===== config.mk =====
export PLATFORM = sky130hd
export DESIGN_NAME = pio_arb_master
export DESIGN_NICKNAME = d
export VERILOG_FILES = /design/src/rtl/pio_arb_master.sv
export SDC_FILE = /design/constraint.sdc
export NUM_CORES = 1
export LEC_CHECK = 0
export CORE_MARGIN = 2
export CORE_UTILIZATION = 30
export DETAILED_ROUTE_END_ITERATION = 12
export GPL_ROUTABILITY_DRIVEN = 0
export MAX_ROUTING_LAYER = met4
export SETUP_SLACK_MARGIN = 0.3
export SLEW_MARGIN = 20
export SYNTH_ARGS = -nofsm -noshare
export SYNTH_HDL_FRONTEND = slang
export SYNTH_SLANG_ARGS = --single-unit
export TNS_END_PERCENT = 30

===== constraint.sdc =====
create_clock -name clk -period 2.45 [get_ports clk]
set_clock_uncertainty 0.1 [all_clocks]
set_input_delay 0.245 -clock clk [delete_from_list [all_inputs] [get_ports clk]]
set_output_delay 0.245 -clock clk [all_outputs]
set_load 0.01 [all_outputs]

===== src/rtl/pio_arb_master.sv =====
// Round-robin PIO bus master: grant in IDLE, command 1 cycle later, response 1 cycle after write / rd_vld / timeout.
// Requesters are backpressured by a one-hot req_rdy that is only offered in IDLE; responses cannot be stalled.
module pio_arb_master #(
    parameter int NUM_CH  = 4,
    parameter int ADDR_W  = 16,
    parameter int DATA_W  = 32,
    parameter int TIMEOUT = 16
) (
    input  logic                     clk,
    input  logic                     reset,
    input  logic [NUM_CH-1:0]        req_vld,
    output logic [NUM_CH-1:0]        req_rdy,
    input  logic [NUM_CH*ADDR_W-1:0] req_addr,
    input  logic [NUM_CH*DATA_W-1:0] req_wdata,
    input  logic [NUM_CH-1:0]        req_rw,
    output logic [NUM_CH-1:0]        rsp_vld,
    output logic [DATA_W-1:0]        rsp_rdata,
    output logic                     rsp_err,
    output logic                     cmd_vld,
    output logic [ADDR_W-1:0]        addr,
    output logic [DATA_W-1:0]        data_w,
    output logic                     rw,
    output logic                     drv_en,
    input  logic [DATA_W-1:0]        data_r,
    input  logic                     rd_vld
);
    localparam int GW = (NUM_CH > 1) ? $clog2(NUM_CH) : 1;
    localparam int CW = $clog2(TIMEOUT + 1);

    localparam logic [1:0] S_IDLE    = 2'd0;
    localparam logic [1:0] S_ISSUE   = 2'd1;
    localparam logic [1:0] S_WAIT_RD = 2'd2;
    localparam logic [1:0] S_RESP    = 2'd3;

    logic [1:0]        state_q, state_d;
    logic [GW-1:0]     last_q, last_d;
    logic [GW-1:0]     ch_q, ch_d;
    logic [ADDR_W-1:0] addr_q, addr_d;
    logic [DATA_W-1:0] wdata_q, wdata_d;
    logic              rw_q, rw_d;
    logic [CW-1:0]     cnt_q, cnt_d;
    logic [DATA_W-1:0] rdata_q, rdata_d;
    logic              err_q, err_d;

    // Rotate the request vector so bit 0 is the channel after last_grant.
    logic [2*NUM_CH-1:0] req_dbl;
    logic [NUM_CH-1:0]   req_rot;
    logic [GW:0]         rot_amt;
    logic                grant_any;
    logic [GW-1:0]       grant_idx;
    int                  grant_off;
    int                  grant_sum;

    assign req_dbl = {req_vld, req_vld};
    assign rot_amt = {1'b0, last_q} + (GW+1)'(1);
    assign req_rot = NUM_CH'(req_dbl >> rot_amt);

    always_comb begin
        grant_any = 1'b0;
        grant_off = 0;
        for (int i = NUM_CH - 1; i >= 0; i--) begin
            if (req_rot[i]) begin
                grant_any = 1'b1;
                grant_off = i;
            end
        end
        grant_sum = int'(rot_amt) + grant_off;
        if (grant_sum >= NUM_CH) begin
            grant_sum = grant_sum - NUM_CH;
        end
        grant_idx = GW'(grant_sum);
    end

    always_comb begin
        req_rdy = '0;
        if (reset && state_q == S_IDLE && grant_any) begin
            req_rdy = NUM_CH'(1) << grant_idx;
        end
    end

    always_comb begin
        state_d = state_q;
        last_d  = last_q;
        ch_d    = ch_q;
        addr_d  = addr_q;
        wdata_d = wdata_q;
        rw_d    = rw_q;
        cnt_d   = cnt_q;
        rdata_d = rdata_q;
        err_d   = err_q;
        case (state_q)
            S_IDLE: begin
                if (grant_any) begin
                    ch_d    = grant_idx;
                    last_d  = grant_idx;
                    addr_d  = req_addr[grant_idx*ADDR_W +: ADDR_W];
                    wdata_d = req_wdata[grant_idx*DATA_W +: DATA_W];
                    rw_d    = req_rw[grant_idx];
                    state_d = S_ISSUE;
                end
            end
            S_ISSUE: begin
                // Writes respond with zero data and no error, so clear here for both directions.
                cnt_d   = '0;
                rdata_d = '0;
                err_d   = 1'b0;
                state_d = rw_q ? S_RESP : S_WAIT_RD;
            end
            S_WAIT_RD: begin
                if (rd_vld) begin
                    rdata_d = data_r;
                    err_d   = 1'b0;
                    state_d = S_RESP;
                end else if (cnt_q == CW'(TIMEOUT - 1)) begin
                    rdata_d = '0;
                    err_d   = 1'b1;
                    state_d = S_RESP;
                end else begin
                    cnt_d = cnt_q + CW'(1);
                end
            end
            S_RESP:  state_d = S_IDLE;
            default: state_d = S_IDLE;
        endcase
    end

    always_ff @(posedge clk or negedge reset) begin
        if (!reset) begin
            state_q <= S_IDLE;
            last_q  <= GW'(NUM_CH - 1);
            ch_q    <= '0;
            addr_q  <= '0;
            wdata_q <= '0;
            rw_q    <= 1'b0;
            cnt_q   <= '0;
            rdata_q <= '0;
            err_q   <= 1'b0;
        end else begin
            state_q <= state_d;
            last_q  <= last_d;
            ch_q    <= ch_d;
            addr_q  <= addr_d;
            wdata_q <= wdata_d;
            rw_q    <= rw_d;
            cnt_q   <= cnt_d;
            rdata_q <= rdata_d;
            err_q   <= err_d;
        end
    end

    assign cmd_vld   = (state_q == S_ISSUE);
    assign drv_en    = cmd_vld;
    assign addr      = cmd_vld ? addr_q : '0;
    assign data_w    = cmd_vld ? wdata_q : '0;
    assign rw        = cmd_vld & rw_q;
    assign rsp_vld   = (state_q == S_RESP) ? (NUM_CH'(1) << ch_q) : '0;
    assign rsp_rdata = rdata_q;
    assign rsp_err   = err_q;
endmodule


# Word level (Yosys, flattened, before mapping)
# Cells that the tools add are included.
# op_classes
muxes,29
eq_ne,8
add_sub_neg,4
n_shift,5
bitwise,1
n_reduce_logical,8
magnitude_cmp,2
# op_table
operator,n
2-to-1 mux 32 bit,6
variable part select 128 x 8 -> 32 bit,1
case mux 32 bit (2 select lines),1
variable part select 64 x 7 -> 16 bit,1
adder 4 x 32 -> 32 bit,1
>= comparator 32 x 4 -> 1 bit (second input constant),1
2-to-1 mux 16 bit,1
2-to-1 mux 2 bit,5
2-to-1 mux 5 bit,2
case mux 5 bit (2 select lines),1
2-to-1 mux 1 bit,8
2-to-1 mux 4 bit,2
case mux 2 bit (4 select lines),1
left shift 1 x 2 -> 4 bit (first input constant),2
>> shifter 8 x 3 -> 4 bit,1
!= test 2 bit (second input constant),3
AND reduction 2 bit,3
adder 5 x 1 -> 5 bit (second input constant),1
== test 5 x 4 -> 1 bit (second input constant),1
== test 2 bit (second input constant),2
adder 2 x 1 -> 3 bit (second input constant),1
less-than comparator 2 x 3 -> 1 bit (second input constant),1
!= test 3 bit (second input constant),1
AND reduction 3 bit,1
other kinds (8),9
# word_totals
inputBits,235
register_bits,93
wordCells,66

# Depth between registers and ports, before layout
# Gate-level depths: netlist (run 1).
# depth
depth_word,11
ltp_mapped,13

# Least setup slack after synthesis (run 1)
# No wires, ideal clock.
# synth_timing
kind,flip-flop to flip-flop
startpoint,reg last_q[1]
endpoint,reg addr_q[10]
t_arrival_ps,2372
setup_ps,128
path_slack_ps,-150
stages_incl_launch_ff,14
synth_period_minus_slack_ps,2600
cell_sequence,dfstp_2 > buf_6 > o21ai_0 > a21oi_1 > nor3_1 > a21oi_1 > ha_1 > buf_2 > buf_1 > mux2_2 > nand2_1 > nor2_1 > mux2i_1 > nand3_1
# synth_lines
item,line,source
from (decl),36,"logic [GW-1:0] last_q, last_d;"
from (signal assigned),130,last_q <= GW'(NUM_CH - 1);
from (signal assigned),140,last_q <= last_d;
to (signal assigned),142,addr_q <= addr_d;
to (decl),38,"logic [ADDR_W-1:0] addr_q, addr_d;"

# Final worst setup path (run 1)
# layout_timing
startpoint,reg last_q[1]
endpoint,reg wdata_q[19]
# layout_via
elab_chain_len,10
word_cells_on_any_way,16
# layout_rtl
item,line,source
adder 2 x 1 -> 3 bit *,55,"assign rot_amt = {1'b0, last_q} + (GW+1)'(1);"
>> shifter 8 x 3 -> 4 bit,56,assign req_rot = NUM_CH'(req_dbl >> rot_amt);
2-to-1 mux 2 bit,62,if (req_rot[i]) begin
2-to-1 mux 32 bit (3 in a row),62,
adder 4 x 32 -> 32 bit,67,grant_sum = int'(rot_amt) + grant_off;
>= comparator 32 x 4 -> 1 bit or subtractor 2 x 1 -> 2 bit (tied branches),"68, 69",
2-to-1 mux 2 bit,68,if (grant_sum >= NUM_CH) begin
variable part select 128 x 8 -> 32 bit,97,wdata_d = req_wdata[grant_idx*DATA_W +: DATA_W];
to (signal assigned),143,wdata_q <= wdata_d;
to (decl),39,"logic [DATA_W-1:0] wdata_q, wdata_d;"
# Mark *: on every way between the ends. The rest lies on a longest branch, timed or not.
# A chain may end at the register's enable or synchronous reset.

==> results of run 1 <==
metal layers:
| metal | GRT usage, % | wire (um) |
|---|---|---|
| met1 | 26.7 | 12700 |
| met3 | 3.72 | 1460 |
| met2 | 32.1 | 12300 |
| met4 | 5.39 | 484 |
| met5 | - | 0 |
power by group through the flow:
stage          Clock (mW)  Sequential, mW  Combinational, mW
6_report             1.48            2.71               15.9
4_1_cts              1.54            2.71               14.8
2_1_floorplan           0            2.74               7.90
3_5_place_dp            0            2.72               11.9
3_3_place_gp            0            2.71               11.8
5_1_grt              1.60            2.80               17.1
metrics by stage:
step | cells | setup TNS, ns
final | 1596 | -12.57
after global routing | 1595 | -19.11
after CTS | 1588 | -11.67
after detailed placement | 1552 | -29.30
after global placement | 1552 | -25.76
after floorplan | 932 | 0
cell families after synthesis:
group	count (synthesis)	share of synthesized area, %
mux	196	27.5
buf+inv	82	5.47
xor+xnor	5	1.57
fa+ha+maj	8	1.32
compound gates	57	5.91
simple gates	491	27.4
flops	93	30.8
worst max path at each step:
stage                                from                      end  slack, ns  cells past startpoint
floorplan           last_q[1]$_DFFE_PN1P_    addr_q[0]$_DFFE_PN0P_       0.08                     12
global placement               req_vld[2]               req_rdy[0]      -0.54                     11
detailed placement             req_vld[1]  wdata_q[22]$_DFFE_PN0P_      -0.61                     14
CTS                 last_q[1]$_DFFE_PN1P_               req_rdy[2]      -0.29                     11
global route        last_q[1]$_DFFE_PN1P_   addr_q[11]$_DFFE_PN0P_      -0.42                     15
finish              last_q[1]$_DFFE_PN1P_  wdata_q[19]$_DFFE_PN0P_      -0.30                     15
critical path, stage by stage (launching register included):
cell and delay, ns:
dfstp_2 0.59, nor2b_1 0.06, o21ai_1 0.16, a2bb2oi_2 0.08
a21oi_2 0.20, ha_4 0.18, xnor2_4 0.07, buf_6 0.13
xnor2_4 0.20, buf_6 0.17, buf_12 0.14, buf_12 0.12
clkbuf_16 0.16, nor2_4 0.03, mux2i_1 0.13, nand3_1 0.09
final cells by class:
cell class | instances | area share (%)
flip-flops and latches | 93 | 18.7
clock inverters | 7 | 0.644
well taps | 330 | 3.32
diodes | 1 | 0.0201
inverters | 8 | 0.242
clock buffers | 9 | 1.81
repair buffers | 391 | 34.3
multi-input cells | 757 | 41.0
timing repair:
| item | CTS | global route |
|---|---|---|
| pin swaps | 29 | 47 |
| hold endpoints to repair | 91 | 0 |
| hold buffers | 1 | 0 |
| endpoints found under the setup margin | 106 | 70 |
| gates cloned | 9 | 6 |
| setup buffers | 10 | 1 |
| gates resized for setup | 118 | 47 |
state kept, by name, summed over array words and instances, names as in the netlist:
signal / flops
addr_q: 16
ch_q: 2
cnt_q: 5
last_q: 2
rsp_err: 1
rsp_rdata: 32
rw_q: 1
state_q: 2
wdata_q: 32
Yosys cell counts (2+ instances only):
| cell | number | area (um2) |
|---|---|---|
| o31ai_1 | 2 | 15.0 |
| buf_4 | 12 | 90.1 |
| a22o_1 | 32 | 280 |
| mux2i_1 | 98 | 981 |
| and3_1 | 2 | 12.5 |
| dfstp_2 | 2 | 52.6 |
| a21oi_1 | 2 | 10.0 |
| clkbuf_1 | 34 | 128 |
| a32oi_1 | 2 | 17.5 |
| nand2b_1 | 3 | 18.8 |
| and2_1 | 50 | 313 |
| buf_6 | 3 | 33.8 |
| o21ai_0 | 9 | 45.0 |
| nor2_1 | 207 | 777 |
| buf_1 | 2 | 7.51 |
| nor3_2 | 2 | 20.0 |
| nand3_1 | 51 | 255 |
| mux2_2 | 98 | 1100 |
| nor3_1 | 2 | 10.0 |
| xnor2_4 | 4 | 110 |
| o21ai_1 | 2 | 10.0 |
| nand2_1 | 169 | 634 |
| o32ai_1 | 2 | 17.5 |
| ha_1 | 8 | 100 |
| buf_2 | 22 | 110 |
| dfrtp_1 | 91 | 2280 |
| inv_1 | 8 | 30.0 |
==> qor.yml, run 1 <==
critical_path:
  rrSetupSlack_ns: -0.30
  cp.arrival_ns: 2.88
  reg2regPathDepth: 15
  timing.rr.end: "wdata_q[19]$_DFFE_PN0P_"
  critPathRequiredTime_ns: 2.59
  r2r_start: "last_q[1]$_DFFE_PN1P_"
  worst-setup-path-type: "flip-flop to flip-flop"
  cp-end-kind: "flip-flop"
  startpoint_type: "flip-flop"
  path_max_fanout: 6
power_and_ir_drop:
  ir_drop_v: 0.000912
  pwr-share-seq_pct: 13.5
  power_mw: 20.1
  p_leak_nw: 5.89
  comb_power_share_pct: 79.1
  p_int_mw: 11.1
  power_switching_mw: 8.99
  power_density_nw_per_um2: 1620
  p_clk_share_pct: 7.4
  sw_frac_of_total_pct: 44.7
sta:
  min_period_ns: 2.75
  layout_setup_ws_ns: -0.299
  fmax_ghz: 0.364
  report.final.slew_viol_count: 0
  rsz0062_at_grt: "true"
  fin_crit_sh_pct: 112
  hold_viol_final: 0
  setup_violations: 53
  max_slew.worst_pin.slew_ns: 0.586
  hold_ws_ns: 0.376
  worst_slew_margin_rel_pct: 60.9
final_layout:
  fin_area_um2: 12400
  drive_above_1_share_pct: 19.1
  nets: 1503
  num-fill-cells: 2422
  final_cell_mix: "clkdlybuf4s50_1, nor2_1, nand2_1"
  synthToLayoutAreaGrowth_pct: 64.1
  multi_input_area_um2: 5090
  fin_util_pct: 49.8
  final_common_cell: "clkdlybuf4s50_1"
  regArea_um2: 2330
global_route:
  grt_pass1_wl_um: 41300
  overflow: 0
  antenna_found_initial: 0
  grt_start_max_net_pins: 101
  grt_usage_pct: 20.3
  grt_pass1_vias: 7587
clocking:
  clk_pin_slew_ns: 0.08
  insertion_delay_ns: 0.35
  clk_path_buf_depth: 2
  cts_buffers: 9
  htreeDepth: 3
  cts_root_buf: "clkbuf_16"
  cts_tree: "yes"
  clock-sinks: 93
run_status:
  violations: "negative setup slack"
  status: "finished with violations"
floorplanning:
  dieArea_um2: 26500
  die_w_um: 163
  die_h_um: 163
  start_util_pct: 30.3
  placementRows: 58
  io_pins: 327
  core_um2: 25000
place:
  placedInstanceArea_um2: 11400
  io_buffer_count: 326
  hpwlAfterDp_um: 17500
  pre_cts_ws_ns: -0.607
synthesis:
  yosysWarnings: 0
  ys_ff_latch: 93
  ys.flop_type: "dfrtp_1"
  synth_edf_count: 0
  synth_area_per_cell_um2: 8.13
  yosysSeqAreaShare_pct: 30.8
  netlist_area_um2: 7570
  synth_cell_types: 40
  synthCells: 932
  async_flop_share_pct: 100
  syn-num-nets: 1175
min_path:
  min_path_type: "flip-flop to flip-flop"
  hold_depth: 2
  whs_endpoint: "addr_q[5]$_DFFE_PN0P_"
  worstHoldStart: "addr_q[5]$_DFFE_PN0P_"
detailed_routing:
  totalWireLength_um: 26900
  drtIter0Drc: 424
  drt_pass1_iterations: 5
  vias: 7698
  remaining_drc_errors: 0
  postRouteAntennaNets: 0
  wire_per_inst_um: 16.9
  vias_per_cell: 4.82
flow_run:
  max_cap_violations: 0
(Power assumes the default switching activity.)
==> run 2: changes to the inputs <==
Settings changed: PLACE_DENSITY set to 0.72.
==> qor.yml, run 2 (same netlist as run 1, synthesis figures left out) <==
floorplanning:
  start_util_pct: 30.3  # unchanged
  die_h_um: 163  # unchanged
  dieArea_um2: 26500  # unchanged
  io_pins: 327  # unchanged
  core_um2: 25000  # unchanged
  die_w_um: 163  # unchanged
  placementRows: 58  # unchanged
clocking:
  htreeDepth: 3  # unchanged
  cts_tree: "yes"  # unchanged
  clock-sinks: 93  # unchanged
  cts_root_buf: "clkbuf_16"  # unchanged
  clk_path_buf_depth: 2  # unchanged
  cts_buffers: 9  # unchanged
  clk_pin_slew_ns: 0.08  # about the same
  insertion_delay_ns: 0.36  # was 0.35 ns
sta:
  report.final.slew_viol_count: 0  # unchanged
  fmax_ghz: 0.379  # was 0.364 GHz
  hold_viol_final: 0  # unchanged
  max_slew.worst_pin.slew_ns: 0.781  # was 0.586 ns
  rsz0062_at_grt: "true"  # unchanged
  worst_slew_margin_rel_pct: 47.9  # was 60.9%
  fin_crit_sh_pct: 108  # was 112%
  setup_violations: 53  # unchanged
  layout_setup_ws_ns: -0.189  # was -0.299 ns
  min_period_ns: 2.64  # was 2.75 ns
global_route:
  antenna_found_initial: 0  # unchanged
  grt_pass1_wl_um: 40400  # was 41,300 um
  grt_usage_pct: 19.8  # was 20.3%
  grt_pass1_vias: 7652  # was 7,587
  overflow: 0  # unchanged
  grt_start_max_net_pins: 101  # unchanged
place:
  placedInstanceArea_um2: 11500  # was 11,400 um2
  io_buffer_count: 326  # unchanged
  hpwlAfterDp_um: 18200  # was 17,500 um
final_layout:
  final_common_cell: "clkdlybuf4s50_1"  # unchanged
  drive_above_1_share_pct: 17.1  # was 19.1%
  antenna_cells: 0  # was 1
  num-fill-cells: 2388  # was 2,422
  fin_area_um2: 12300  # was 12,400 um2
  nets: 1508  # was 1,503
  final_cell_mix: "clkdlybuf4s50_1, nor2_1, nand2_1"  # unchanged
  synthToLayoutAreaGrowth_pct: 62.1  # was 64.1%
  fin_util_pct: 49.2  # was 49.8%
detailed_routing:
  totalWireLength_um: 27500  # was 26,900 um
  vias: 7804  # was 7,698
  drtIter0Drc: 445  # was 424
  postRouteAntennaNets: 0  # unchanged
  drt_pass1_iterations: 5  # unchanged
  vias_per_cell: 4.88  # was 4.82
  remaining_drc_errors: 0  # unchanged
  wire_per_inst_um: 17.2  # was 16.9 um
critical_path:
  crit_slowest_cell: "dfstp_2"  # unchanged
  path_delay_family: "flip-flops"  # was buffers and inverters
  cp_cell_sequence: "nor2b_1 > o21ai_1 > a2bb2oi_1 > a21oi_2 > ha_4 > xnor2_4 > xnor2_4 > buf_6 > buf_12 > buf_12 > buf_16 > nor2_1 > mux2i_1 > nand3_1"  # was nor2b_1 > o21ai_1 > a2bb2oi_2 > a21oi_2 > ha_4 > xnor2_4 > buf_6 > xnor2_4 > buf_6 > buf_12 > buf_12 > clkbuf_16 > nor2_4 > mux2i_1 > nand3_1
  worst-setup-path-type: "flip-flop to flip-flop"  # unchanged
  path_max_fanout: 15  # was 6
  cp.arrival_ns: 2.78  # was 2.88 ns
  reg2regPathDepth: 14  # was 15
  r2r_start: "last_q[1]$_DFFE_PN1P_"  # unchanged
  crit_buf_inv: 4  # was 5
  critPathRequiredTime_ns: 2.59  # about the same
  cp-end-kind: "flip-flop"  # unchanged
  startpoint_type: "flip-flop"  # unchanged
  max_stage_delay_ns: 0.59  # about the same
  timing.rr.end: "wdata_q[0]$_DFFE_PN0P_"  # was wdata_q[19]$_DFFE_PN0P_
  rrSetupSlack_ns: -0.19  # was -0.30 ns
run_status:
  violations: "negative setup slack"  # unchanged
  status: "finished with violations"  # unchanged
min_path:
  whs_endpoint: "cnt_q[3]$_DFFE_PN0P_"  # was addr_q[5]$_DFFE_PN0P_
  worstHoldStart: "cnt_q[3]$_DFFE_PN0P_"  # was addr_q[5]$_DFFE_PN0P_
  hold_depth: 1  # was 2
  min_path_type: "flip-flop to flip-flop"  # unchanged
power_and_ir_drop:
  power_mw: 19.5  # was 20.1 mW
  p_leak_nw: 6.19  # was 5.89 nW
  power_density_nw_per_um2: 1590  # was 1620 nW/um2
  ir_drop_v: 0.000942  # was 0.000912 V
flow_run:
  max_cap_violations: 0  # unchanged
## run 2: cell count changes in the layout (fill, tap and decap cells not counted), sizes merged
| cell | delta |
|---|---|
| dlygate4sd2 | -12 |
| clkdlybuf4s15 | -1 |
| clkdlybuf4s50 | -5 |
| clkinv | -1 |
| buf | +4 |
| dlymetal6s2s | +21 |
| diode | -1 |
| inv | +1 |
| clkbuf | -2 |
## run 2: final cells by class
class / instances / area [um2] / share of cell area, %
multi-input combinational: 757 / 4910 / 40.0
timing repair buffer: 396 / 4290 / 35.0
sequential: 93 / 2330 / 19.0
tap: 330 / 413 / 3.36
clock buffer: 9 / 225 / 1.83
clock inverter: 7 / 75.1 / 0.611
inverter: 8 / 30.0 / 0.245
## run 2: worst register-to-register path, delay by kind of cell (launching register included)
family                     cells  cell delay [ns]
buffers and inverters          4             0.59
and+or+nand+nor                3             0.20
adders and majority gates      1             0.18
AOI/OAI and AO/OA              3             0.39
muxes                          1             0.12
DFF                            1             0.59
xor gates and xnor gates       2             0.36
## run 2: timing repair
item,4_1_cts,5_1_grt
endpoints found under the hold margin,32,0
hold buffers,1,0
setup buffers,3,5
gates cloned,4,9
resized for setup,80,34
pin swaps,8,3
endpoints found under the setup margin,106,80
## run 2: report_power, final
part,total [mW],switching (mW),internal [mW]
clock network,1.46,0.732,0.726
registers,2.70,0.398,2.30
logic,15.3,7.57,7.74
## run 2: metrics by stage
step                hold slack (ns)  setup TNS (ns)  worst slack [ns]  instances
floorplan                    -0.151               0            0.0794        932
global placement              0.267          -24.85            -0.560       1562
detailed placement            0.271          -28.64            -0.621       1562
CTS                           0.367           -8.09            -0.206       1586
global route                  0.384          -14.91            -0.331       1600
finish                        0.386           -7.64            -0.189       1600
## run 2: worst max path at each step
stage               slack (ns)                      end                  start  depth (start not counted)
floorplan                 0.08    addr_q[0]$_DFFE_PN0P_  last_q[1]$_DFFE_PN1P_                         12
global placement         -0.56               req_rdy[2]             req_vld[1]                         12
detailed placement       -0.62               req_rdy[2]             req_vld[1]                         12
CTS                      -0.21               req_rdy[2]  last_q[1]$_DFFE_PN1P_                          8
global route             -0.33  wdata_q[13]$_DFFE_PN0P_  last_q[1]$_DFFE_PN1P_                         14
finish                   -0.19   wdata_q[0]$_DFFE_PN0P_  last_q[1]$_DFFE_PN1P_                         14
## run 2: per-layer routing
layer	wire, um	global-route usage [%]	up-vias
li1	-	-	3788
met1	11900	24.1	3676
met2	13000	32.9	290
met3	1810	4.07	50
met4	733	6.44	0
met5	0	-	-
==> run 3: changes to the inputs <==
Settings changed: GPL_TIMING_DRIVEN set to 1, PLACE_DENSITY 0.72 to 0.69, SETUP_SLACK_MARGIN 0.3 to 0.5.
Clock period 2.45 ns to 3 ns, I/O delays scaled along.
==> qor.yml, run 3 (same netlist as run 1, synthesis figures left out) <==
clocking:
  cts_tree: "yes"  # unchanged
  clock-sinks: 93  # unchanged
  insertion_delay_ns: 0.36  # about the same
  clk_pin_slew_ns: 0.07  # was 0.08 ns
  cts_root_buf: "clkbuf_16"  # unchanged
  cts_buffers: 9  # unchanged
  htreeDepth: 3  # unchanged
  clk_path_buf_depth: 2  # unchanged
power_and_ir_drop:
  power_switching_mw: 7.09  # was 8.70 mW
  p_leak_nw: 5.73  # was 6.19 nW
  p_clk_share_pct: 7.8  # was 7.5%
  sw_frac_of_total_pct: 43.9  # was 44.7%
  pwr-share-seq_pct: 13.6  # was 13.9%
  comb_power_share_pct: 78.6  # about the same
  p_int_mw: 9.07  # was 10.8 mW
  ir_drop_v: 0.000767  # was 0.000942 V
  power_density_nw_per_um2: 1320  # was 1590 nW/um2
final_layout:
  final_cell_mix: "clkdlybuf4s50_1, nor2_1, nand2_1"  # unchanged
  synthToLayoutAreaGrowth_pct: 61.8  # was 62.1%
  drive_above_1_share_pct: 16.2  # was 17.1%
  antenna_cells: 0  # unchanged
  fin_util_pct: 49.1  # was 49.2%
  fin_area_um2: 12300  # about the same
  final_common_cell: "clkdlybuf4s50_1"  # unchanged
  nets: 1504  # was 1,508
detailed_routing:
  wl_met3_um: 1960  # was 1810 um
  vias: 7766  # was 7,804
  wire_per_inst_um: 17.0  # was 17.2 um
  totalWireLength_um: 27200  # was 27,500 um
  drt_pass1_iterations: 5  # unchanged
  vias_per_cell: 4.87  # was 4.88
  met2_length_um: 13100  # was 13,000 um
  remaining_drc_errors: 0  # unchanged
  highest_layer: "met4"  # unchanged
  drtIter0Drc: 370  # was 445
  wl_met1_um: 11800  # was 11,900 um
  postRouteAntennaNets: 0  # unchanged
sta:
  hold_viol_final: 0  # unchanged
  min_period_ns: 2.75
  rsz0062_at_grt: "true"  # unchanged
  setup_violations: 0  # was 53
  tns_ns: 0  # was -7.64 ns
  max_slew.worst_pin.slew_ns: 0.862  # was 0.781 ns
  worst_slew_margin_rel_pct: 42.5  # was 47.9%
  fmax_ghz: 0.363
  fin_crit_sh_pct: 91.8
  report.final.slew_viol_count: 0  # unchanged
global_route:
  overflow: 0  # unchanged
  grt_pass1_vias: 7649  # was 7,652
  grt_usage_pct: 20.8  # was 19.8%
  grt_pass1_wl_um: 41700  # was 40,400 um
  antenna_found_initial: 0  # unchanged
  grt_start_max_net_pins: 65  # was 101
critical_path:
  cp.arrival_ns: 2.35  # was 2.78 ns
  path_max_fanout: 5  # was 15
  startpoint_type: "flip-flop"  # unchanged
  critPathRequiredTime_ns: 2.60  # was 2.59 ns
  cp-end-kind: "primary output"  # was flip-flop
  worst-setup-path-type: "flip-flop to primary output"  # was flip-flop to flip-flop
  reg2regPathDepth: 12  # was 14
place:
  placedInstanceArea_um2: 11300  # was 11,500 um2
  hpwlAfterDp_um: 17300  # was 18,200 um
  io_buffer_count: 326  # unchanged
floorplanning:
  io_pins: 327  # unchanged
  die_w_um: 163  # unchanged
  start_util_pct: 30.3  # unchanged
  placementRows: 58  # unchanged
  core_um2: 25000  # unchanged
  die_h_um: 163  # unchanged
  dieArea_um2: 26500  # unchanged
flow_run:
  max_cap_violations: 0  # unchanged
min_path:
  min_path_type: "primary input to async pin"  # was flip-flop to flip-flop
run_status:
  status: "complete, no violations"  # was finished with violations
run 3: changes by cell type in the layout (fill, tap and decap cells not counted), sizes merged:
cell and delta:
buf +1, dlygate4sd2 -23, clkdlybuf4s50 +52, dlymetal6s2s -21, inv -3, bufbuf +2, bufinv +1, clkbuf -6
clkdlybuf4s15 -8, clkinv +1
run 3: metal layers:
layer	vias to the layer above	track usage [%]
met1	3651	25.6
li1	3785	-
met4	0	4.71
met5	-	-
met3	26	4.13
met2	304	35.2
run 3: critical path, cell delays in order, from the launching register on:
cell and delay (ns):
dfstp_2 0.58, buf_4 0.14, a2bb2oi_2 0.14, a21oi_2 0.08, ha_4 0.18, xnor2_4 0.26
xnor2_4 0.16, xnor2_2 0.09, buf_4 0.15, nor2_1 0.08, buf_2 0.13
run 3: per-stage QoR:
stage	total power, mW	cells	hold slack [ns]	setup slack [ns]
2_1_floorplan	8.42	932	-0.0956	0.499
3_3_place_gp	11.5	1550	0.170	-0.245
3_5_place_dp	11.6	1550	0.173	-0.231
4_1_cts	16.2	1594	0.368	0.230
5_1_grt	17.2	1596	0.390	0.0943
6_report	16.2	1596	0.373	0.247
run 3: layout make-up:
cell class | count | area [um2]
fill | 2348 | 12700
multi-input combinational | 757 | 4910
timing repair buffer | 392 | 4250
sequential | 93 | 2330
tap | 330 | 413
clock buffer | 10 | 239
clock inverter | 6 | 82.6
inverter | 8 | 30.0
run 3: timing repair:
action,in CTS,in global routing
hold buffers,2,0
hold endpoints to repair,33,0
resized for setup,51,3
setup buffers,14,2
gates cloned,12,0
setup endpoints to repair,93,98
pin swaps,12,5
run 3: power groups by stage:
stage	clock, mW	combinational, mW	sequential, mW
global placement	0	9.30	2.21
CTS	1.29	12.7	2.19
detailed placement	0	9.38	2.22
floorplan	0	6.18	2.24
global route	1.33	13.6	2.27
finish	1.25	12.7	2.20
run 3: path summary, 6_finish.rpt:
path / slack, ns / to / startpoint
worst min-delay path: 0.37 / rsp_rdata[2]$_DFFE_PN0P_ / reset
worst max register to register: 0.32 / addr_q[14]$_DFFE_PN0P_ / last_q[1]$_DFFE_PN1P_
min in group clk: 0.38 / cnt_q[3]$_DFFE_PN0P_ / cnt_q[3]$_DFFE_PN0P_
worst max-delay path: 0.25 / req_rdy[1] / last_q[1]$_DFFE_PN1P_
worst min register to register: 0.38 / cnt_q[3]$_DFFE_PN0P_ / cnt_q[3]$_DFFE_PN0P_
max in group asynchronous: 1.56 / addr_q[2]$_DFFE_PN0P_ / reset
